**config.mk**
```make
export PLATFORM = sky130hd
export DESIGN_NAME = debug_step_controller
export DESIGN_NICKNAME = d
export VERILOG_FILES = /design/src/rtl/debug_step_controller.sv
export SDC_FILE = /design/constraint.sdc
export NUM_CORES = 1
export LEC_CHECK = 0
export ABC_AREA = 1
export BUFFER_PORTS_ARGS = -buffer_cell sky130_fd_sc_hd__buf_2
export CORE_MARGIN = 2
export CORE_UTILIZATION = 59
export DETAILED_ROUTE_END_ITERATION = 8
export PLACE_DENSITY = 0.82
export SLEW_MARGIN = 30
export SYNTH_ARGS = -nofsm -noshare
export SYNTH_HDL_FRONTEND = slang
export SYNTH_SLANG_ARGS = --single-unit
```
**constraint.sdc**
```tcl
create_clock -name phy_clk -period 3.8 [get_ports phy_clk]
set_clock_uncertainty 0.05 [all_clocks]
set_input_delay 0.57 -clock phy_clk [delete_from_list [all_inputs] [get_ports phy_clk]]
set_output_delay 0.57 -clock phy_clk [all_outputs]
set_load 0.01 [all_outputs]
```
**src/rtl/debug_step_controller.sv**
```systemverilog
// rtl/debug_step_controller.sv - host-side single-step / burst sequencer driving the single_step level
// Pulses are 2 cycles high and at least 2 cycles low so the debug unit's two-flop edge detector counts each exactly once.
module debug_step_controller #(
  parameter int COUNT_WIDTH = 16,
  parameter int GAP_WIDTH   = 8
) (
  input  logic                   phy_clk,
  input  logic                   reset,
  input  logic                   trig_single,
  input  logic                   trig_run,
  input  logic                   trig_abort,
  input  logic [COUNT_WIDTH-1:0] step_count,
  input  logic [GAP_WIDTH-1:0]   step_gap,
  input  logic                   break_enable,
  input  logic [7:0]             break_value,
  input  logic [7:0]             clock_counter,
  output logic                   single_step,
  output logic                   busy,
  output logic                   done,
  output logic [COUNT_WIDTH-1:0] steps_done,
  output logic [1:0]             stop_reason
);

  typedef enum logic [1:0] {
    IDLE  = 2'd0,
    PULSE = 2'd1,
    GAP   = 2'd2
  } state_t;

  localparam logic [1:0] REASON_NONE     = 2'b00;
  localparam logic [1:0] REASON_COMPLETE = 2'b01;
  localparam logic [1:0] REASON_BREAK    = 2'b10;
  localparam logic [1:0] REASON_ABORT    = 2'b11;

  localparam logic [GAP_WIDTH-1:0]   GAP_MIN   = GAP_WIDTH'(2);
  localparam logic [GAP_WIDTH-1:0]   GAP_ONE   = GAP_WIDTH'(1);
  localparam logic [COUNT_WIDTH-1:0] COUNT_ONE = COUNT_WIDTH'(1);

  state_t                 state_q, state_d;
  logic [COUNT_WIDTH-1:0] remain_q, remain_d;
  logic [COUNT_WIDTH-1:0] steps_q, steps_d;
  logic [GAP_WIDTH-1:0]   gap_q, gap_d;
  logic [GAP_WIDTH-1:0]   cnt_q, cnt_d;
  logic                   single_step_q, single_step_d;
  logic                   busy_q, busy_d;
  logic                   done_q, done_d;
  logic [1:0]             reason_q, reason_d;

  logic [GAP_WIDTH-1:0]   eff_gap;
  logic [COUNT_WIDTH-1:0] steps_inc;
  logic [COUNT_WIDTH-1:0] remain_dec;
  logic                   break_hit;
  logic                   gap_last;
  logic                   start_req;
  logic [COUNT_WIDTH-1:0] start_count;

  assign eff_gap    = (step_gap < GAP_MIN) ? GAP_MIN : step_gap;
  assign steps_inc  = (&steps_q) ? steps_q : steps_q + COUNT_ONE;
  assign remain_dec = (remain_q == '0) ? '0 : remain_q - COUNT_ONE;
  assign break_hit  = break_enable && (clock_counter == break_value);
  assign gap_last   = (cnt_q == gap_q - GAP_ONE);

  // abort outranks both starts; in IDLE it simply suppresses them
  assign start_req   = !trig_abort && (trig_single || trig_run);
  assign start_count = trig_single ? COUNT_ONE : step_count;

  always_comb begin
    state_d       = state_q;
    remain_d      = remain_q;
    steps_d       = steps_q;
    gap_d         = gap_q;
    cnt_d         = cnt_q;
    single_step_d = single_step_q;
    done_d        = done_q;
    reason_d      = reason_q;

    case (state_q)
      IDLE: begin
        if (start_req) begin
          gap_d = eff_gap;
          cnt_d = '0;
          if (start_count == '0) begin
            steps_d  = '0;
            remain_d = '0;
            done_d   = 1'b1;
            reason_d = REASON_COMPLETE;
          end else begin
            // first pulse is counted on the edge that raises single_step
            state_d       = PULSE;
            single_step_d = 1'b1;
            steps_d       = COUNT_ONE;
            remain_d      = start_count - COUNT_ONE;
            done_d        = 1'b0;
            reason_d      = REASON_NONE;
          end
        end
      end

      PULSE: begin
        if (trig_abort) begin
          state_d       = IDLE;
          single_step_d = 1'b0;
          cnt_d         = '0;
          done_d        = 1'b1;
          reason_d      = REASON_ABORT;
        end else if (cnt_q == GAP_ONE) begin
          state_d       = GAP;
          single_step_d = 1'b0;
          cnt_d         = '0;
        end else begin
          cnt_d = cnt_q + GAP_ONE;
        end
      end

      GAP: begin
        if (trig_abort) begin
          state_d       = IDLE;
          single_step_d = 1'b0;
          cnt_d         = '0;
          done_d        = 1'b1;
          reason_d      = REASON_ABORT;
        end else if (gap_last) begin
          cnt_d = '0;
          if (remain_q == '0) begin
            state_d  = IDLE;
            done_d   = 1'b1;
            reason_d = REASON_COMPLETE;
          end else if (break_hit) begin
            state_d  = IDLE;
            done_d   = 1'b1;
            reason_d = REASON_BREAK;
          end else begin
            state_d       = PULSE;
            single_step_d = 1'b1;
            steps_d       = steps_inc;
            remain_d      = remain_dec;
          end
        end else begin
          cnt_d = cnt_q + GAP_ONE;
        end
      end

      default: begin
        state_d       = IDLE;
        single_step_d = 1'b0;
        cnt_d         = '0;
      end
    endcase

    busy_d = (state_d != IDLE);
  end

  always_ff @(posedge phy_clk or posedge reset) begin
    if (reset) begin
      state_q       <= IDLE;
      remain_q      <= '0;
      steps_q       <= '0;
      gap_q         <= GAP_MIN;
      cnt_q         <= '0;
      single_step_q <= 1'b0;
      busy_q        <= 1'b0;
      done_q        <= 1'b0;
      reason_q      <= REASON_NONE;
    end else begin
      state_q       <= state_d;
      remain_q      <= remain_d;
      steps_q       <= steps_d;
      gap_q         <= gap_d;
      cnt_q         <= cnt_d;
      single_step_q <= single_step_d;
      busy_q        <= busy_d;
      done_q        <= done_d;
      reason_q      <= reason_d;
    end
  end

  assign single_step = single_step_q;
  assign busy        = busy_q;
  assign done        = done_q;
  assign steps_done  = steps_q;
  assign stop_reason = reason_q;

endmodule

```
; Yosys cells after proc, flatten, opt, wreduce, memory -nomap -nowiden
; Cells that the tools add are included.
[totals]
out_inout_bits = 21
inputBits = 46
reg_bits = 55
elab_cells = 106
[op_classes]
n_eq_ne = 18
order_cmp = 1
add_sub_neg = 5
mux = 57
n_reduce_logical = 16
[op_table]
columns = operator, count
row1 = $mux 16, 13
row2 = $pmux 16 s2, 2
row3 = $mux 8, 6
row4 = $logic_not 16->1, 2
row5 = $sub 16x1->16 const B, 2
row6 = $mux 2, 12
row7 = $pmux 8 s3, 1
row8 = $mux 1, 19
row9 = $add 16x1->16 const B, 1
row10 = $eq 8x8->1, 2
row11 = $ne 2x2->1 const B, 8
row12 = $reduce_and 16->1, 1
row13 = $ne 3x3->1 const B, 4
row14 = $pmux 2 s3, 2
row15 = $reduce_and 6->1, 2
row16 = $add 8x1->8 const B, 1
row17 = $eq 8x1->1 const B, 1
row18 = $lt 8x2->1 const B, 1
row19 = $sub 8x1->8 const B, 1
row20 = $reduce_and 7->1, 1
row21 = $pmux 1 s3, 2
row22 = $reduce_and 5->1, 1
row23 = $ne 4x4->1 const B, 1
row24 = $reduce_bool 2->1, 2
row25 = other kinds (8), 9

; Longest topological paths before layout
[logic_depth]
ltp_word = 8
ltp_mapped = 16
ltp_nobuf = 16

; Worst setup path before layout
; Ideal clock, no wire load.
[synth_path]
path_kind = input port to flip-flop
start = input port trig_single
end = register remain_q[14]
t_required_ns = 3.633
arrival_ns = 1.947
path_buffers = 2
cell_stages = 14
slack_ns = 1.685
setup_time_ns = 0.117
path_cell_list = inv_2 > buf_6 > buf_6 > nand2_1 > ha_1 > nand3_1 > nor2_2 > nand2_1 > nand2_4 > inv_2 > nand3_1 > o21ai_1 > nand3_1 > nand2_1
[synth_via]
elab_chain_cells = 5
elab_cells_between_ends = 10
cone_classes = 1 x add/sub / 1 x eq/ne / 4 x mux / 4 x reduce/logical
[synth_lines]
columns = element, line_no
row1 = "start, declared", 9  ; input logic trig_single,
row2 = $mux 16, 65  ; assign start_count = trig_single ? COUNT_ONE : step_count;
row3 = $sub 16x1->16 or $logic_not 16->1 (tied branches), "92, 82"
row4 = $mux 16, 82  ; if (start_count == '0) begin
row5 = $mux 16, 79  ; if (start_req) begin
row6 = $pmux 16 s2, 77  ; case (state_q)
row7 = "end signal, assigned", 166  ; remain_q <= remain_d;
row8 = "end, declared", 40  ; logic [COUNT_WIDTH-1:0] remain_q, remain_d;
; Several ways; a longest one is shown, not always the timed one. The select of a mux whose other input is x is not followed.
; A chain may end at the register's enable or synchronous reset.

; Worst setup path in the final report
[layout_path]
start = register state_q[0]
end = register remain_q[9]
[layout_via]
elab_chain_cells = 3
elab_cells_between_ends = 10
cone_classes = 6 x eq/ne / 1 x mux / 3 x reduce/logical
[layout_lines]
columns = element, line_no
row1 = "start, declared", 39  ; state_t state_q, state_d;
row2 = "start signal, assigned", 165  ; state_q <= state_d;
row3 = $eq 2x2->1 or $logic_not 2->1 (tied branches), 77
row4 = $ne 2x2->1 (no line) or $reduce_bool 2->1 (tied branches), n/a
row5 = $reduce_and 6->1 (no line), n/a
; Several ways; a longest one is shown, not always the timed one.

==> flow_metrics.env <==
export IMPL_pwr_density_cell_mw_per_mm2=486.2
export IMPL_yosys_area_top_type_share=0.3059
export IMPL_post_cts_repair_setup_buffers=0
export IMPL_max_slew_worst_pin_slew_ps=864.1
export IMPL_pin_count=67
export IMPL_min_path_type="in2async"
export IMPL_rr_startpoint="state_q[0]"
export IMPL_hold_viol_final=0
export IMPL_rsz0062_at_grt="false"
export IMPL_final_cell_mix="sky130_fd_sc_hd__nand2_1, sky130_fd_sc_hd__inv_1, sky130_fd_sc_hd__nor2_1, sky130_fd_sc_hd__buf_2"
export IMPL_critical_path_data_required_time_ps=3980
export IMPL_synth_avg_cell_area_um2=6.622
export IMPL_first_global_vias=4202
export IMPL_slew_headroom=0.4218
export IMPL_core_rowCount=31
export IMPL_final_area_mm2=0.004853
export IMPL_worst_path_max_fanout=31
export IMPL_dieArea_mm2=0.008194
export IMPL_reg2reg_to="remain_q[9]"
export IMPL_global_route_wire_length_before_repair_um=18680
export IMPL_seq_area_frac_synth=0.3119
export IMPL_setup_tns_final_ps=0
export IMPL_die_height_um=90.52
export IMPL_layout_worst_path_cycle_share=0.7835
export IMPL_critPathArrivalTime_ps=3160
export IMPL_tritonroute_pass_1_iters=5
export IMPL_syn_num_nets=723
export IMPL_post_drt_wl_per_cell_um=13.12
export IMPL_clockRootBuffer="sky130_fd_sc_hd__clkbuf_8"
export IMPL_layout_cells_most_common="sky130_fd_sc_hd__nand2_1"
export IMPL_ys_ff_latch=55
export IMPL_port_buffer_count=66
export IMPL_path_clk_slew_ps=100
export IMPL_cp_startpoint="state_q[0]"
export IMPL_timing_critical_path_cells="inv_1 -> ha_1 -> buf_4 -> inv_1 -> buf_4 -> a21oi_1 -> nor3_4 -> nand2_1 -> o21ai_1"
export IMPL_placed_cell_area_mm2=0.004768
export IMPL_grt_overflow_total=0
export IMPL_avgViaCountPerCell=5.450
export IMPL_cts_repair_resize_count=0
export IMPL_yosys_area_top_type="sky130_fd_sc_hd__dfrtp_1"
export IMPL_grt_start_max_net_pins=34
export IMPL_criticalPathCategory="reg2reg"
export IMPL_core_mm2=0.007253
export IMPL_reg2reg_setup_slack_ps=820
export IMPL_number_of_antenna_repair_diodes=0
export IMPL_critPathTopFamily="simple AND/OR/NAND/NOR gates"
export IMPL_grt_util_all_layers=0.2726
export IMPL_outcome="finished clean"
export IMPL_design_final_nets=782
export IMPL_cts_htree_levels=2
export IMPL_drt_iter0_drc=351
export IMPL_setup_violations_final=0
export IMPL_critPathBufInv=4
export IMPL_yosys_top_cells_area="sky130_fd_sc_hd__dfrtp_1, sky130_fd_sc_hd__nand2_1, sky130_fd_sc_hd__inv_1"
export IMPL_leakage_power_total_nw=2.476
export IMPL_antenna_violating_nets_post_route=0
export IMPL_pwr_share_clk=0.138
export IMPL_synthesis_area_mm2=0.004417
export IMPL_fin_hold_ws_ps=303.7
export IMPL_cpMaxStageDelayCell="sky130_fd_sc_hd__nand2_1"
export IMPL_totalWireLength_um=10840
export IMPL_p_comb_frac=0.488
export IMPL_grt_antenna_before_repair=0
export IMPL_p_sw_frac=0.4681
export IMPL_net_switching_power_mw=1.105
export IMPL_fillers=675
export IMPL_die_width_um=90.52
export IMPL_vdd_ir_drop_worst_uv=317.7
export IMPL_detailed_place_hpwl_um=8214
export IMPL_synth_distinct_cells=37
export IMPL_ctsLongestPathBuffers=2
export IMPL_finalMaxSlewViolations=0
export IMPL_max_cap_violations=0
export IMPL_rr_worst_depth=9
export IMPL_timing_fmax_ghz=0.3359
export IMPL_power_internal_mw=1.255
export IMPL_cts_made_buffers=5
export IMPL_cts_tree="done"
export IMPL_clkSinkCount=55
export IMPL_finalWeightedCongestion=0.9583
export IMPL_seqPwrFrac=0.374
export IMPL_cp_start_kind="flop"
export IMPL_floorplan_initialDensity=0.6089
export IMPL_syn_inst=667
export IMPL_critPathMaxStageDelay_ps=550
export IMPL_post_cts_hold_buffer_count=0
export IMPL_critPathCaptureType="flop"
export IMPL_vias=4502
export IMPL_min_period_ps=2977
export IMPL_remaining_drc_errors=0
export IMPL_drive_above_1_share=0.1389
export IMPL_worstSkewPairLatency_ps=310
export IMPL_ys_warn_count=0
export IMPL_growth_of_design_area_from_synthesis_to_finish_pct=9.887
## worst max path at each step
stage	endpoint	cells past startpoint
4_1_cts	remain_q[9]	9
3_3_place_gp	remain_q[9]	10
5_1_grt	remain_q[9]	10
2_1_floorplan	remain_q[14]	14
3_5_place_dp	remain_q[9]	9
6_report	remain_q[9]	9
## stage by stage
stage               power, mW  setup slack, ps  std cells    util
finish                  2.360            822.9        826  0.6691
global route            2.581            497.2        826  0.6691
CTS                     2.362            865.6        826  0.6691
detailed placement      2.028            883.2        818  0.6574
global placement        1.981             1020        818  0.6574
floorplan               1.769             1685        667       -
## cell type report
class	instances	area (um^2)	area share
multi-input combinational	516	2614	0.5385
sequential	55	1378	0.2838
timing repair buffer	70	360.3	0.07425
inverter	78	292.8	0.06032
tap	99	123.9	0.02552
clock buffer	6	72.57	0.01495
clock inverter	2	12.51	0.002578
## metal layers
| metal | global-route usage | vias up | wire length [um] |
|---|---|---|---|
| met3 | 0.03756 | 25 | 615 |
| met5 | 0 | - | 0 |
| met1 | 0.3553 | 2058 | 4877 |
| met2 | 0.4621 | 157 | 5088 |
| li1 | - | 2262 | - |
| met4 | 0.1000 | 0 | 255 |
## cell usage after synthesis
| cell | n |
|---|---|
| sky130_fd_sc_hd__a22oi_1 | 3 |
| sky130_fd_sc_hd__o21ai_0 | 40 |
| sky130_fd_sc_hd__nor3_4 | 1 |
| sky130_fd_sc_hd__inv_2 | 3 |
| sky130_fd_sc_hd__nor3_1 | 10 |
| sky130_fd_sc_hd__and2_0 | 1 |
| sky130_fd_sc_hd__nor3_2 | 1 |
| sky130_fd_sc_hd__ha_1 | 10 |
| sky130_fd_sc_hd__dfrtp_1 | 54 |
| sky130_fd_sc_hd__a21oi_1 | 15 |
| sky130_fd_sc_hd__nand3_4 | 1 |
| sky130_fd_sc_hd__dfstp_2 | 1 |
| sky130_fd_sc_hd__nand3b_1 | 2 |
| sky130_fd_sc_hd__nand4_1 | 25 |
| sky130_fd_sc_hd__nand2_4 | 2 |
| sky130_fd_sc_hd__nor4_1 | 4 |
| sky130_fd_sc_hd__nand2_1 | 206 |
| sky130_fd_sc_hd__nor2_1 | 68 |
| sky130_fd_sc_hd__inv_1 | 75 |
| sky130_fd_sc_hd__nor2_2 | 6 |
| sky130_fd_sc_hd__clkbuf_1 | 4 |
| sky130_fd_sc_hd__nor4_2 | 1 |
| sky130_fd_sc_hd__nand4_2 | 1 |
| sky130_fd_sc_hd__xor2_1 | 28 |
| sky130_fd_sc_hd__o22ai_1 | 3 |
| sky130_fd_sc_hd__xnor2_1 | 13 |
| sky130_fd_sc_hd__or2_2 | 4 |
| sky130_fd_sc_hd__nor3b_1 | 2 |
| sky130_fd_sc_hd__nand3_2 | 2 |
| sky130_fd_sc_hd__buf_2 | 7 |
| sky130_fd_sc_hd__a31oi_1 | 1 |
| sky130_fd_sc_hd__o21ai_1 | 9 |
| sky130_fd_sc_hd__o21a_1 | 2 |
| sky130_fd_sc_hd__and3_1 | 1 |
| sky130_fd_sc_hd__buf_6 | 6 |
| sky130_fd_sc_hd__buf_8 | 1 |
| sky130_fd_sc_hd__nand3_1 | 54 |
## worst reg2reg max path: cells and delay by family (launching register included)
kind | cells | cell delay [ps]
flops | 1 | 420
buf+inv | 4 | 670
compound gates | 2 | 470
simple gates | 2 | 1080
fa+ha+maj | 1 | 200
## flip-flops by register name, summed over array words and instances, names as in the netlist
register,count
remain_q,16
steps_done,16
cnt_q,8
gap_q,8
state_q,2
stop_reason,2
busy,1
done,1
single_step,1
## cell families (layout without fill, tap and decap cells)
| family | after synthesis | count (layout) | synth area share |
|---|---|---|---|
| flops | 55 | 55 | 0.3119 |
| buf+inv | 96 | 156 | 0.09631 |
| fa+ha+maj | 10 | 10 | 0.02833 |
| compound gates | 73 | 73 | 0.08668 |
| xor+xnor | 41 | 41 | 0.08130 |
| simple gates | 392 | 392 | 0.3955 |
## power by group through the flow
stage | Sequential (mW) | Clock, mW | Combinational (mW)
after global routing | 0.906 | 0.360 | 1.31
after detailed placement | 0.889 | 0 | 1.14
after floorplan | 0.871 | 0 | 0.898
after global placement | 0.883 | 0 | 1.10
final | 0.882 | 0.327 | 1.15
after CTS | 0.878 | 0.340 | 1.14
Note: power is estimated with default switching activity, not from simulation.
